--- config.mk ---
export PLATFORM = sky130hd
export DESIGN_NAME = digital_clock_bcd
export DESIGN_NICKNAME = d
export VERILOG_FILES = /design/src/rtl/digital_clock_bcd.sv
export SDC_FILE = /design/constraint.sdc
export NUM_CORES = 1
export LEC_CHECK = 0
export ABC_AREA = 1
export ABC_CLOCK_PERIOD_IN_PS = 5400
export CAP_MARGIN = 40
export CORE_ASPECT_RATIO = 1.1
export CORE_MARGIN = 2
export CORE_UTILIZATION = 60
export CTS_BUF_LIST = sky130_fd_sc_hd__clkbuf_2
export DETAILED_ROUTE_END_ITERATION = 10
export HOLD_SLACK_MARGIN = 0.05
export PLACE_DENSITY = 0.89
export SYNTH_ARGS = -nofsm -noshare
export SYNTH_HDL_FRONTEND = slang
export SYNTH_SLANG_ARGS = --single-unit
--- constraint.sdc ---
create_clock -name i_clk -period 5.4 [get_ports i_clk]
set_clock_uncertainty 0.05 [all_clocks]
set_input_delay 1.08 -clock i_clk [delete_from_list [all_inputs] [get_ports i_clk]]
set_output_delay 1.08 -clock i_clk [all_outputs]
set_load 0.02 [all_outputs]
--- src/rtl/digital_clock_bcd.sv ---
// digital_clock_bcd: prescaled hh:mm:ss clock with set/range-check, 12/24h BCD display and latched alarm
module digital_clock_bcd #(
    parameter int TICKS_PER_SEC = 100000000
) (
    input  logic        i_clk,
    input  logic        i_reset,
    input  logic        i_run,
    input  logic        i_mode_12h,
    input  logic        i_set_valid,
    input  logic [4:0]  i_set_hours,
    input  logic [5:0]  i_set_minutes,
    input  logic [5:0]  i_set_seconds,
    input  logic        i_alarm_en,
    input  logic [4:0]  i_alarm_hours,
    input  logic [5:0]  i_alarm_minutes,
    input  logic        i_alarm_ack,
    output logic [23:0] o_bcd_time,
    output logic        o_pm,
    output logic        o_sec_tick,
    output logic        o_set_err,
    output logic        o_alarm
);
    localparam int PW = $clog2(TICKS_PER_SEC);
    localparam logic [PW-1:0] LAST = PW'(TICKS_PER_SEC - 1);
    localparam logic [PW-1:0] ONE = PW'(1);

    logic [PW-1:0] r_presc;
    logic [4:0]    r_h;
    logic [5:0]    r_m, r_s;
    logic          r_tick, r_err, r_alarm;
    logic          w_set_ok, w_wrap, w_adv, w_hit, w_s_wrap, w_m_wrap;
    logic [4:0]    w_nh;
    logic [5:0]    w_nm, w_ns, w_hd;

    function automatic logic [7:0] bcd2(input logic [5:0] v);
        logic [3:0] t;
        t = (v >= 6'd50) ? 4'd5 : (v >= 6'd40) ? 4'd4 : (v >= 6'd30) ? 4'd3 :
            (v >= 6'd20) ? 4'd2 : (v >= 6'd10) ? 4'd1 : 4'd0;
        return {t, v[3:0] - t * 4'd10};
    endfunction

    assign w_set_ok = i_set_valid && i_set_hours < 5'd24 && i_set_minutes < 6'd60 && i_set_seconds < 6'd60;
    assign w_wrap   = i_run && r_presc == LAST;
    assign w_adv    = w_wrap && !w_set_ok;
    assign w_s_wrap = r_s == 6'd59;
    assign w_m_wrap = r_m == 6'd59;
    assign w_ns     = w_s_wrap ? 6'd0 : r_s + 6'd1;
    assign w_nm     = w_s_wrap ? (w_m_wrap ? 6'd0 : r_m + 6'd1) : r_m;
    assign w_nh     = (w_s_wrap && w_m_wrap) ? (r_h == 5'd23 ? 5'd0 : r_h + 5'd1) : r_h;
    assign w_hit    = w_adv && i_alarm_en && w_ns == 6'd0 && w_nm == i_alarm_minutes && w_nh == i_alarm_hours;

    always_ff @(posedge i_clk) begin
        if (i_reset) begin
            r_presc <= '0;
            r_h     <= '0;
            r_m     <= '0;
            r_s     <= '0;
            r_tick  <= 1'b0;
            r_err   <= 1'b0;
            r_alarm <= 1'b0;
        end else begin
            r_tick  <= w_adv;
            r_err   <= i_set_valid && !w_set_ok;
            r_alarm <= w_hit ? 1'b1 : (i_alarm_ack || !i_alarm_en) ? 1'b0 : r_alarm;
            if (w_set_ok) begin
                r_presc <= '0;
                r_h     <= i_set_hours;
                r_m     <= i_set_minutes;
                r_s     <= i_set_seconds;
            end else if (i_run) begin
                r_presc <= w_wrap ? '0 : r_presc + ONE;
                if (w_wrap) begin
                    r_h <= w_nh;
                    r_m <= w_nm;
                    r_s <= w_ns;
                end
            end
        end
    end

    assign w_hd = !i_mode_12h ? {1'b0, r_h} :
                  (r_h == 5'd0) ? 6'd12 :
                  (r_h > 5'd12) ? {1'b0, r_h - 5'd12} : {1'b0, r_h};

    assign o_bcd_time = {bcd2(w_hd), bcd2(r_m), bcd2(r_s)};
    assign o_pm       = r_h >= 5'd12;
    assign o_sec_tick = r_tick;
    assign o_set_err  = r_err;
    assign o_alarm    = r_alarm;
endmodule

==> flow_summary.ini, run 1 <==
[run_status]
status = completed

[critical_path]
crit_fanout = 5
regToRegStartpoint = r_presc[0]
startpoint = i_mode_12h
crit_chain = clkdlybuf4s50_1 > nand3_1 > a21oi_1 > o21ai_2 > o21ai_1 > nand2_1 > o21ai_0 > ha_1 > inv_1 > fa_1 > nand3b_1 > nand2_1 > clkdlybuf4s50_1
critPathLaunchType = primary input
cp-end-kind = primary output
cp.arrival_ns = 4.02
worstSetupPathType = primary input to primary output
crit_slowest_cell = clkdlybuf4s50_1
worstPathRequired_ns = 4.27
worst_path_largest_cell_delay_ns = 0.61

[sta]
maxSlewHeadroom_pct = 51.91
fin_crit_sh_pct = 95.36
setup-violations-final = 0
layout_min_cycle_time_ns = 5.150
tightestPinTransition_ns = 0.7191
rsz0062_at_grt = no
fmax_ghz = 0.1942
maxSlewViolCount = 0
hold_viol_final = 0
fin_ws_ns = 0.2505
setup_tns_ns = 0

[logic_synthesis]
ys_ff_latch = 47
yosysTopAreaCell = dfxtp_1
ys_seq_area_share_pct = 25.52
netlist_area_um2 = 3687
yosysWarningCount = 0
netlist_instances = 572
yosysTopAreaCellShare_pct = 25.52
ys_types = 48
yosys-top-cells-area = dfxtp_1, nand2_1, inv_1, nand3_1, nor2_1
avgSynthCellArea_um2 = 6.446

[clock_network]
htreeDepth = 2
cts_tree = done
clk_latency_ns = 0.44
postCtsHoldBufs = 0
numCtsBuffers = 5
cts.sinks = 47
cts_root_buffer = clkbuf_2
cts_max_path_buffers = 2
cts_resized = 0
clkTransAtPathRegs_ns = 0.23
postCtsSetupRepairBufs = 0

[detailed_routing]
vias_per_cell = 5.697
dr.pass1.iters = 5
drt_wl_total_um = 9866
drc = 0
wire_per_inst_um = 14.09
first_iter_violations = 343
final_antenna_net_count = 0
vias = 3988

[finish]
drive_above_1_share_pct = 7.384
syn_to_final_growth_pct = 17.07
final_area_um2 = 4317
finalNetCount = 676
stdcell_count = 700
utilization_pct = 73.89
final_common_cell = nand2_1
n_antenna_cell = 0
final_cell_mix = nand2_1, inv_1, nor2_1, clkdlybuf4s50_1, nand3_1

[pwr]
power.density_nw_per_um2 = 184.8
ir_drop_mv = 0.1918
p_leak_nw = 1.846

[global_routing]
grt_max_degree = 18
grt_overflow_total = 0
grt.total_usage_pct = 29.53
grt_pass1_wl_um = 16300
grt_pass1_vias = 3771
antenna_found_initial = 0

[die]
die_x_um = 78.75
initial_core_util_pct = 63.12
num_io_pins = 63
die-area_um2 = 6789
rows = 29
die_h_um = 86.22
core-area_um2 = 5842

[worst_hold_path]
min_from = r_presc[6]
hold_path_class = flop to flop

[placement]
dpl_cell_area_um2 = 4274
port_buffers = 58
dp_worst_setup_slack_ns = 0.2667
dpl.cell_count = 692
hpwl_um = 7676
gp_congestion = 0.9208

[flow_run]
maxCapViolCount = 0
flip-flops by register name, summed over array words and instances, names as in the netlist:
register    cells
o_alarm         1
o_sec_tick      1
o_set_err       1
r_h             5
r_m             6
r_presc        27
r_s             6
worst paths after layout:
check | to | cells past startpoint | slack (ns)
hold / removal | r_presc[6] | 2 | 0.46
setup reg to reg | r_presc[26] | 11 | 3.02
setup / recovery | o_bcd_time[19] | 13 | 0.25
hold reg to reg | r_presc[6] | 2 | 0.46
routing by layer:
layer	track usage, %	vias to the layer above	part of all wire [%]
met5	0	-	0
met1	34.03	1808	41
met4	13.40	0	3.5
li1	-	1964	-
met2	53.30	176	49
met3	5.000	40	6.6
layout make-up:
type | count | area, um^2
Clock buffer | 6 | 30.03
Clock inverter | 2 | 12.51
Fill cell | 475 | 1525
Inverter | 77 | 290.3
Multi-Input combinational cell | 433 | 2366
Sequential cell | 47 | 940.9
Tap cell | 77 | 96.34
Timing Repair Buffer | 58 | 580.6
logic make-up after synthesis:
| logic type | Yosys count | share of synthesized area, % |
|---|---|---|
| flops | 47 | 25.52 |
| other cells | 1 | 0.1017 |
| simple gates | 319 | 41.06 |
| compound gates | 77 | 12.32 |
| buf+inv | 95 | 10.62 |
| fa+ha+maj | 19 | 7.058 |
| xor+xnor | 14 | 3.325 |
power by group:
| part | total [mW] | switching, mW | internal, mW |
|---|---|---|---|
| clock network | 0.151 | 0.117 | 0.0335 |
| logic | 0.273 | 0.152 | 0.122 |
| registers | 0.374 | 0.0171 | 0.357 |
Yosys cell counts, drive strengths merged:
cell type and number:
a211o 1, a21oi 28, a221oi 3, a22o 2, a22oi 1, a31oi 7
a32oi 1, and3 2, buf 11, clkbuf 7, clkinv 3, conb 1
dfxtp 47, fa 3, ha 16, inv 74, nand2 154, nand3 52
nand3b 7, nand4 14, nor2 69, nor3 13, nor3b 2, nor4 4
nor4b 1, o211ai 2, o21a 1, o21ai 23, o21bai 2, o22ai 3
o31ai 3, or2 1, xnor2 4, xor2 10
through the flow:
stage	total power, mW	hold WS, ns
2_1_floorplan	0.5409	0.3934
3_3_place_gp	0.6437	0.4069
3_5_place_dp	0.6506	0.4220
4_1_cts	0.7963	0.4584
5_1_grt	0.8380	0.4799
6_report	0.7979	0.4557
critical path, delay by kind of cell:
family          cells  cell delay, ns
compound gates      4            0.67
fa+ha+maj           2            0.57
buf+inv             3            1.21
simple gates        4            0.50
(Power assumes the default switching activity.)
==> run 2: changes to the inputs <==
--- a/config.mk
+++ b/config.mk
@@ -7,7 +7,7 @@
 export LEC_CHECK = 0
 export ABC_AREA = 1
 export ABC_CLOCK_PERIOD_IN_PS = 5400
-export CAP_MARGIN = 40
+export CAP_MARGIN = 10
 export CORE_ASPECT_RATIO = 1.1
 export CORE_MARGIN = 2
 export CORE_UTILIZATION = 60
==> results of run 2 <==
The final DEF is identical to that of run 1; final timing and power are the same.
==> run 3: changes to the inputs <==
--- a/config.mk
+++ b/config.mk
@@ -6,15 +6,15 @@
 export NUM_CORES = 1
 export LEC_CHECK = 0
 export ABC_AREA = 1
-export ABC_CLOCK_PERIOD_IN_PS = 5400
 export CAP_MARGIN = 10
 export CORE_ASPECT_RATIO = 1.1
 export CORE_MARGIN = 2
 export CORE_UTILIZATION = 60
 export CTS_BUF_LIST = sky130_fd_sc_hd__clkbuf_2
 export DETAILED_ROUTE_END_ITERATION = 10
+export DONT_BUFFER_PORTS = 1
 export HOLD_SLACK_MARGIN = 0.05
-export PLACE_DENSITY = 0.89
+export PLACE_DENSITY = 0.76
 export SYNTH_ARGS = -nofsm -noshare
 export SYNTH_HDL_FRONTEND = slang
 export SYNTH_SLANG_ARGS = --single-unit
==> run 3 against run 2 <==
Compared with the run above:
- first-iteration DRC count down 13%
- combinational power down 34%
- cell count down 8.3%
- core utilization down 10 points
- clock power down 3%
- maximum frequency up 9.0%
- register-to-register slack worse by 0.04 ns
- global-route usage down 1.2 points
- largest power group unchanged
==> flow_summary.ini, run 3 (same netlist as run 1, synthesis figures left out) <==
[run_status]
status = completed

[clock_network]
numCtsBuffers = 5
cts_resized = 0
cts.sinks = 47
cts_tree = done
postCtsSetupRepairBufs = 0
cts_max_path_buffers = 2
htreeDepth = 2
postCtsHoldBufs = 0
clkTransAtPathRegs_ns = 0.26
cts_root_buffer = clkbuf_2
clk_latency_ns = 0.41

[detailed_routing]
final_antenna_net_count = 0
dr.pass1.iters = 5
vias = 3627
vias_per_cell = 5.650
drc = 0
drt_wl_total_um = 9262
first_iter_violations = 299
wire_per_inst_um = 14.43

[pwr]
power.density_nw_per_um2 = 188.4
p_leak_nw = 1.629
ir_drop_mv = 0.1256

[critical_path]
crit_slowest_cell = dfxtp_1
path_buf_inv = 2
crit_family = compound AO/OA/AOI/OAI gates
cp-end-kind = primary output
crit_fanout = 8
worstPathRequired_ns = 4.27
crit_chain = inv_1 > ha_1 > nand3_1 > nand3_1 > a21oi_1 > o21ai_2 > o21ai_1 > nand2_1 > o21ai_0 > ha_1 > inv_1 > fa_1 > nand3b_1 > nand2_1
worst_path_largest_cell_delay_ns = 0.54
critPathLaunchType = flop
worstSetupPathType = flop to primary output
cp.arrival_ns = 3.60

[finish]
final_cell_mix = nand2_1, inv_1, nor2_1
n_antenna_cell = 0
finalNetCount = 618
final_common_cell = nand2_1
syn_to_final_growth_pct = 1.256
drive_above_1_share_pct = 8.319
regMostFlops = r_presc
largest_reg_flops = 27
reg_top3 = r_presc x27, r_m x6, r_s x6

[die]
rows = 29
num_io_pins = 63
initial_core_util_pct = 63.12
die-area_um2 = 6789
die_h_um = 86.22
core-area_um2 = 5842
die_x_um = 78.75

[placement]
gp_congestion = 0.9028
port_buffers = 0
hpwl_um = 7364

[sta]
maxSlewViolCount = 0
tightestPinTransition_ns = 0.7572
fin_crit_sh_pct = 87.53
layout_min_cycle_time_ns = 4.726
hold_ws_ns = 0.4482
maxSlewHeadroom_pct = 48.99
setup-violations-final = 0
hold_viol_final = 0
fmax_ghz = 0.2116
setup_tns_ns = 0
rsz0062_at_grt = no

[global_routing]
antenna_found_initial = 0
grt.total_usage_pct = 28.35
grt_overflow_total = 0
grt_pass1_vias = 3448
grt_pass1_wl_um = 15640
grt_max_degree = 18

[worst_hold_path]
hold_path_class = flop to flop

[flow_run]
maxCapViolCount = 0
==> run 3: worst paths after layout <==
path / from / depth (start not counted) / to / slack (ns)
worst max-delay path: r_h[1] / 14 / o_bcd_time[19] / 0.67
worst min-delay path: r_presc[15] / 1 / r_presc[15] / 0.45
worst min register to register: r_presc[15] / 1 / r_presc[15] / 0.45
worst max register to register: r_s[0] / 13 / o_alarm / 2.98
==> run 3: layout make-up <==
type                    instances  area, um^2
multi-input cells             433        2366
well taps                      77       96.34
inverters                      77       290.3
clock inverters                 1       5.005
flip-flops and latches         47       940.9
fillers                       571        2108
clock buffers                   7       35.03
==> run 3: power by group <==
group / switching [mW] / internal, mW / total (mW)
logic: 0.128 / 0.0525 / 0.181
registers: 0.0189 / 0.357 / 0.375
clock network: 0.112 / 0.0353 / 0.147
==> run 3: worst reg2reg max path: stages (launching register included) <==
cell      delay, ns
dfxtp_1        0.69
ha_1           0.30
nand2_2        0.12
nor2_8         0.22
nand2_4        0.14
clkinv_2       0.11
nand2_1        0.07
nand3b_1       0.08
nand3_1        0.08
nor2_1         0.15
nand3_1        0.08
nor2_1         0.17
nor2_1         0.06
nor2_1         0.07
==> run 3: metal layers <==
layer / share of wire, % / GRT usage, % / vias up / wire length, um
li1: - / - / 1844 / -
met1: 41 / 33.75 / 1667 / 3763
met2: 51 / 51.20 / 104 / 4758
met3: 6.9 / 6.250 / 12 / 640
met4: 1.1 / 7.974 / 0 / 99
met5: 0 / 0 / - / 0
==> run 3: metrics by stage <==
| step | total power, mW | std cells | setup slack [ns] | cell area (um^2) | utilization (%) |
|---|---|---|---|---|---|
| floorplan | 0.5409 | 575 | 1.229 | 3699 | - |
| global placement | 0.5580 | 634 | 1.099 | 3694 | 63.23 |
| detailed placement | 0.5621 | 634 | 1.018 | 3694 | 63.23 |
| CTS | 0.7055 | 642 | 0.7141 | 3734 | 63.91 |
| global route | 0.7400 | 642 | 0.4271 | 3734 | 63.91 |
| finish | 0.7034 | 642 | 0.6735 | 3734 | 63.91 |
